===== src/rtl/spi_ram_master_if.sv =====
// Host-side request/response bundle for spi_ram_master.
// master modport: host that issues commands; slave modport: the SPI master block.
interface spi_ram_master_if;
  logic       cmd_valid;
  logic       cmd_ready;
  logic [1:0] cmd_op;
  logic [7:0] cmd_data;
  logic       rsp_valid;
  logic [7:0] rsp_data;
  logic       cmd_err;
  logic       busy;

  modport master (
    output cmd_valid, cmd_op, cmd_data,
    input  cmd_ready, rsp_valid, rsp_data, cmd_err, busy
  );

  modport slave (
    input  cmd_valid, cmd_op, cmd_data,
    output cmd_ready, rsp_valid, rsp_data, cmd_err, busy
  );
endinterface


===== src/rtl/spi_ram_master.sv =====
// SPI master for the 10-bit command protocol of the SPI-slave/RAM subsystem.
// Frame: one start cycle carrying op[1], then {op,data} MSB first; read-data
// frames then wait RD_WAIT cycles and capture 8 MISO bits MSB first.
module spi_ram_master #(
  parameter int unsigned RD_WAIT  = 2,
  parameter int unsigned IDLE_GAP = 1
) (
  input  logic               clk,
  input  logic               rst_n,
  spi_ram_master_if.slave    host,
  output logic               SS_n,
  output logic               MOSI,
  input  logic               MISO
);

  typedef enum logic [2:0] {
    ST_IDLE,
    ST_START,
    ST_SHIFT,
    ST_WAIT,
    ST_CAPTURE,
    ST_GAP
  } state_t;

  localparam logic [3:0] WAIT_LAST = 4'(RD_WAIT - 1);
  localparam logic [3:0] GAP_LAST  = 4'(IDLE_GAP - 1);

  state_t     state;
  logic [9:0] frame;
  logic [3:0] cnt;
  logic [6:0] cap;
  logic       is_read;
  logic       rd_pending;

  // Frame sequencer; every output is a register updated on the state transition.
  always_ff @(posedge clk or negedge rst_n) begin
    if (!rst_n) begin
      state          <= ST_IDLE;
      frame          <= '0;
      cnt            <= '0;
      cap            <= '0;
      is_read        <= 1'b0;
      rd_pending     <= 1'b0;
      SS_n           <= 1'b1;
      MOSI           <= 1'b0;
      host.cmd_ready <= 1'b1;
      host.busy      <= 1'b0;
      host.rsp_valid <= 1'b0;
      host.rsp_data  <= '0;
      host.cmd_err   <= 1'b0;
    end else begin
      host.rsp_valid <= 1'b0;
      host.cmd_err   <= 1'b0;
      case (state)
        ST_IDLE: begin
          // cmd_ready is high throughout IDLE, so cmd_valid alone is an accept.
          if (host.cmd_valid) begin
            if (host.cmd_op == 2'b11 && !rd_pending) begin
              host.cmd_err <= 1'b1;
            end else begin
              frame          <= {host.cmd_op, (host.cmd_op == 2'b11) ? 8'h00 : host.cmd_data};
              is_read        <= (host.cmd_op == 2'b11);
              if (host.cmd_op == 2'b10) rd_pending <= 1'b1;
              state          <= ST_START;
              SS_n           <= 1'b0;
              MOSI           <= host.cmd_op[1];
              host.cmd_ready <= 1'b0;
              host.busy      <= 1'b1;
            end
          end
        end
        ST_START: begin
          MOSI  <= frame[9];
          frame <= {frame[8:0], 1'b0};
          cnt   <= '0;
          state <= ST_SHIFT;
        end
        ST_SHIFT: begin
          if (cnt == 4'd9) begin
            MOSI <= 1'b0;
            cnt  <= '0;
            if (is_read) begin
              state <= ST_WAIT;
            end else begin
              state <= ST_GAP;
              SS_n  <= 1'b1;
            end
          end else begin
            MOSI  <= frame[9];
            frame <= {frame[8:0], 1'b0};
            cnt   <= cnt + 4'd1;
          end
        end
        ST_WAIT: begin
          if (cnt == WAIT_LAST) begin
            cnt   <= '0;
            state <= ST_CAPTURE;
          end else begin
            cnt <= cnt + 4'd1;
          end
        end
        ST_CAPTURE: begin
          cap <= {cap[5:0], MISO};
          if (cnt == 4'd7) begin
            host.rsp_data  <= {cap, MISO};
            host.rsp_valid <= 1'b1;
            rd_pending     <= 1'b0;
            cnt            <= '0;
            state          <= ST_GAP;
            SS_n           <= 1'b1;
          end else begin
            cnt <= cnt + 4'd1;
          end
        end
        ST_GAP: begin
          if (cnt == GAP_LAST) begin
            cnt            <= '0;
            state          <= ST_IDLE;
            host.cmd_ready <= 1'b1;
            host.busy      <= 1'b0;
          end else begin
            cnt <= cnt + 4'd1;
          end
        end
        default: begin
          state          <= ST_IDLE;
          SS_n           <= 1'b1;
          MOSI           <= 1'b0;
          host.cmd_ready <= 1'b1;
          host.busy      <= 1'b0;
        end
      endcase
    end
  end

endmodule

===== src/flat_wrapper.sv =====
// flat-port wrapper written by rule: the top's interface ports become plain ports
module spi_ram_master_flat 
#(
  parameter int unsigned RD_WAIT  = 2,
  parameter int unsigned IDLE_GAP = 1
)
  (clk, rst_n, SS_n, MOSI, MISO, host_cmd_valid, host_cmd_op, host_cmd_data, host_cmd_ready, host_rsp_valid, host_rsp_data, host_cmd_err, host_busy);
  spi_ram_master_if host_i ();
  input  logic clk;
  input  logic rst_n;
  output logic SS_n;
  output logic MOSI;
  input  logic MISO;
  input wire logic [$bits(host_i.cmd_valid)-1:0] host_cmd_valid;
  input wire logic [$bits(host_i.cmd_op)-1:0] host_cmd_op;
  input wire logic [$bits(host_i.cmd_data)-1:0] host_cmd_data;
  output wire logic [$bits(host_i.cmd_ready)-1:0] host_cmd_ready;
  output wire logic [$bits(host_i.rsp_valid)-1:0] host_rsp_valid;
  output wire logic [$bits(host_i.rsp_data)-1:0] host_rsp_data;
  output wire logic [$bits(host_i.cmd_err)-1:0] host_cmd_err;
  output wire logic [$bits(host_i.busy)-1:0] host_busy;
  assign host_i.cmd_valid = host_cmd_valid;
  assign host_i.cmd_op = host_cmd_op;
  assign host_i.cmd_data = host_cmd_data;
  assign host_cmd_ready = host_i.cmd_ready;
  assign host_rsp_valid = host_i.rsp_valid;
  assign host_rsp_data = host_i.rsp_data;
  assign host_cmd_err = host_i.cmd_err;
  assign host_busy = host_i.busy;
  spi_ram_master #(.RD_WAIT(RD_WAIT), .IDLE_GAP(IDLE_GAP)) u_core (.clk(clk), .rst_n(rst_n), .host(host_i), .SS_n(SS_n), .MOSI(MOSI), .MISO(MISO));
endmodule

===== config.mk =====
export PLATFORM = sky130hd
export DESIGN_NAME = spi_ram_master_flat
export DESIGN_NICKNAME = d
export VERILOG_FILES = /design/src/rtl/spi_ram_master_if.sv /design/src/rtl/spi_ram_master.sv /design/src/flat_wrapper.sv
export SDC_FILE = /design/constraint.sdc
export NUM_CORES = 1
export LEC_CHECK = 0
export ABC_AREA = 1
export CAP_MARGIN = 20
export CORE_MARGIN = 1.5
export CORE_UTILIZATION = 30
export CTS_CLUSTER_DIAMETER = 40
export DETAILED_ROUTE_END_ITERATION = 6
export PLACE_DENSITY = 0.52
export SKIP_LAST_GASP = 1
export SLEW_MARGIN = 40
export SYNTH_ARGS = -nofsm -noshare
export SYNTH_HDL_FRONTEND = slang
export SYNTH_SLANG_ARGS = --single-unit

===== constraint.sdc =====
create_clock -name clk -period 3.2 [get_ports clk]
set_input_delay 0.96 -clock clk [delete_from_list [all_inputs] [get_ports clk]]
set_output_delay 0.96 -clock clk [all_outputs]
set_load 0.01 [all_outputs]

==> results.sh <==
export IMPL_rrSetupSlack_ns=1.60
export IMPL_maxCapViolCount=0
export IMPL_clock_sinks=40
export IMPL_seq_area_frac_synth_pct=46.82
export IMPL_synthDistinctLibCells=25
export IMPL_drtAntennaViolNets=0
export IMPL_power_uw=2156
export IMPL_io_pins=28
export IMPL_min_period_ns=2.322
export IMPL_yosysTopAreaCell="dfrtp_1"
export IMPL_cts_max_level=2
export IMPL_whs_path_depth=2
export IMPL_num_rows=30
export IMPL_grt_ovfl_total=0
export IMPL_portBuffers=27
export IMPL_ys_dominant_reg_cell="dfrtp_1"
export IMPL_drtIter0Drc=121
export IMPL_finalWorstSetupSlack_ns=0.8781
export IMPL_die_area_sq_um=7661
export IMPL_critical_path_required_ns=2.24
export IMPL_fp_coreArea_sq_um=6869
export IMPL_final_core_util_pct=36.87
export IMPL_first_global_vias=1578
export IMPL_cts_path_max_buffers=2
export IMPL_leakagePower_uw=0.001227
export IMPL_cp_start_kind="flop"
export IMPL_synth_common_cells="nand2_1, dfrtp_1, inv_1, o21ai_0, nand3_1"
export IMPL_ctsHoldBuffers=0
export IMPL_clk_pin_slew_worst_paths_ns=0.08
export IMPL_multi_input_area_sq_um=954.7
export IMPL_grt_pass1_wl_um=7320
export IMPL_fp_dieH_um=87.53
export IMPL_critPathTopFamily="buffers and inverters"
export IMPL_fill_cells=728
export IMPL_antenna_found_initial=0
export IMPL_initial_core_util_pct=31.20
export IMPL_critPathKind="reg -> out"
export IMPL_ys_top_cells_by_area="dfrtp_1, nand2_1, o21ai_0"
export IMPL_dp_hpwl_um=3037
export IMPL_slew_headroom_pct=66.53
export IMPL_post_cts_setup_buffers=0
export IMPL_synth_most_common_cell="nand2_1"
export IMPL_grt_max_degree=41
export IMPL_syn_nets=278
export IMPL_drtPass1Iterations=4
export IMPL_pre_cts_ws_ns=0.8497
export IMPL_hold_path_startpoint="u_core.host.cmd_ready$_DFFE_PN1P_"
export IMPL_crit_buf_inv=1
export IMPL_drc=0
export IMPL_status="finished, final reports clean"
export IMPL_worst_pin_slew_ns=0.5020
export IMPL_num_antenna_cells=0
export IMPL_cts_resized=0
export IMPL_cp_slowest_cell="clkdlybuf4s50_1"
export IMPL_rr_startpoint="u_core.state[2]$_DFFE_PN0P_"
export IMPL_slowest_delay_ns=0.54
export IMPL_crit_fanout=2
export IMPL_wirelength_um=4158
export IMPL_yosysWarnings=0
export IMPL_num_vias=1649
export IMPL_hold_path_class="reg -> reg"
export IMPL_peakVddDrop_v=0.0002793
export IMPL_grt_usage_pct=12.39
export IMPL_async_reset_ff_share_pct=100.0
export IMPL_final_cells=383
export IMPL_netlist_instances=261
export IMPL_final_hold_violation_count=0
export IMPL_wl_per_cell_um=10.86
export IMPL_cp_depth=1
export IMPL_finalCritPeriodShare_pct=72.56
export IMPL_clock_latency_ns=0.29
export IMPL_crit_path_end_kind="primary output"
export IMPL_finalClockSkew_ns=0.003566
export IMPL_report_final_slew_viol_count=0
export IMPL_setup_tns_ns=0
export IMPL_syn_to_final_growth_pct=18.16
export IMPL_synth_seq_cells=40
export IMPL_syn_cell_area_sq_um=2143
export IMPL_synth_edf_count=0
export IMPL_numCtsBuffers=5
export IMPL_crit_chain="clkdlybuf4s50_1"
export IMPL_root_buffer="clkbuf_8"
export IMPL_whs_endpoint="u_core.host.cmd_ready$_DFFE_PN1P_"
export IMPL_cts_tree="built"
export IMPL_synth_top_area_share_pct=44.37
export IMPL_nets=304
export IMPL_p_per_area_nw_per_um2=851.3
export IMPL_reg2regPathDepth=7
export IMPL_drt_vias_per_instance=4.305
export IMPL_place_gp_congestion=0.8672
export IMPL_seqCellArea_sq_um=1003
export IMPL_rsz0062_at_grt="no"
export IMPL_fp_dieW_um=87.53
export IMPL_place_inst=376
export IMPL_cp_arrival_ns=1.36
export IMPL_r2r_end="u_core.host.busy$_DFFE_PN0P_"
export IMPL_syn_area_per_cell_sq_um=8.212
export IMPL_fmax_mhz=430.7
export IMPL_setup_viol=0
export IMPL_drive_gt1_share_pct=15.33
metal layers:
| metal | routed length [um] | part of all wire, % | track usage (%) |
|---|---|---|---|
| met2 | 1809 | 44 | 18.04 |
| met3 | 119 | 2.9 | 2.844 |
| met1 | 2163 | 52 | 17.61 |
| met5 | 0 | 0 | 0 |
| met4 | 66 | 1.6 | 5.339 |
cell families (layout without fill, tap and decap cells):
| logic type | after synthesis | in the layout | synth area share (%) |
|---|---|---|---|
| buffers and inverters | 34 | 60 | 8.639 |
| and+or+nand+nor | 138 | 138 | 29.71 |
| DFF | 40 | 40 | 46.82 |
| xor gates and xnor gates | 2 | 2 | 0.8174 |
| AOI/OAI and AO/OA | 44 | 44 | 12.26 |
| adders and majority gates | 3 | 3 | 1.752 |
final cells by class:
class | count | area share [%]
clock buffer | 5 | 2.717
clock inverter | 2 | 0.4941
inverter | 26 | 4.150
multi-input combinational | 187 | 37.70
sequential | 40 | 39.62
tap | 96 | 4.743
timing repair buffer | 27 | 10.57
where the power goes:
| part | leakage [uW] | switching (uW) | internal (uW) |
|---|---|---|---|
| combinational | 0.000678 | 626 | 363 |
| clock | 0.0000400 | 179 | 148 |
| sequential | 0.000509 | 157 | 682 |
| total | 0.00123 | 963 | 1190 |
worst max path at each step:
stage / to / start
CTS: host_cmd_ready / u_core.host.cmd_ready$_DFFE_PN1P_
global placement: u_core.frame[6]$_DFFE_PN0P_ / host_cmd_op[1]
global route: SS_n / u_core.SS_n$_DFFE_PN1P_
floorplan: u_core.frame[8]$_DFFE_PN0P_ / host_cmd_op[0]
detailed placement: u_core.frame[6]$_DFFE_PN0P_ / host_cmd_op[1]
finish: host_cmd_ready / u_core.host.cmd_ready$_DFFE_PN1P_
metrics by stage:
step | area (sq um) | hold WS (ns)
5_1_grt | 2532 | 0.4853
3_3_place_gp | 2449 | 0.4547
2_1_floorplan | 2143 | 0.4428
3_5_place_dp | 2451 | 0.4529
6_report | 2532 | 0.4646
4_1_cts | 2532 | 0.4654
flip-flops by register name (all words and copies together) (netlist names):
name	flops
u_core.host.cmd_ready	1
u_core.frame	10
u_core.cnt	4
u_core.host.rsp_valid	1
u_core.cap	7
u_core.is_read	1
u_core.host.rsp_data	8
u_core.state	3
u_core.rd_pending	1
u_core.host.busy	1
u_core.host.cmd_err	1
u_core.MOSI	1
u_core.SS_n	1
cells in the final DEF, fill, tap and decap left out:
| cell type | n |
|---|---|
| o21ai_2 | 8 |
| o21ai_1 | 11 |
| nand4_1 | 1 |
| nand2_1 | 87 |
| inv_4 | 3 |
| dfrtp_1 | 38 |
| buf_4 | 1 |
| nor2_1 | 15 |
| xor2_1 | 2 |
| a21oi_1 | 4 |
| nand2_4 | 6 |
| dfstp_2 | 2 |
| inv_2 | 4 |
| nand3_1 | 17 |
| nand2_2 | 3 |
| clkinvlp_4 | 1 |
| nor2_2 | 5 |
| clkbuf_8 | 5 |
| o22ai_1 | 1 |
| nor2_4 | 4 |
| o21ai_0 | 19 |
| a21oi_4 | 1 |
| clkinv_2 | 1 |
| clkdlybuf4s50_1 | 26 |
| inv_1 | 19 |
| ha_1 | 3 |
No activity file was read; power rests on OpenSTA's default activity.
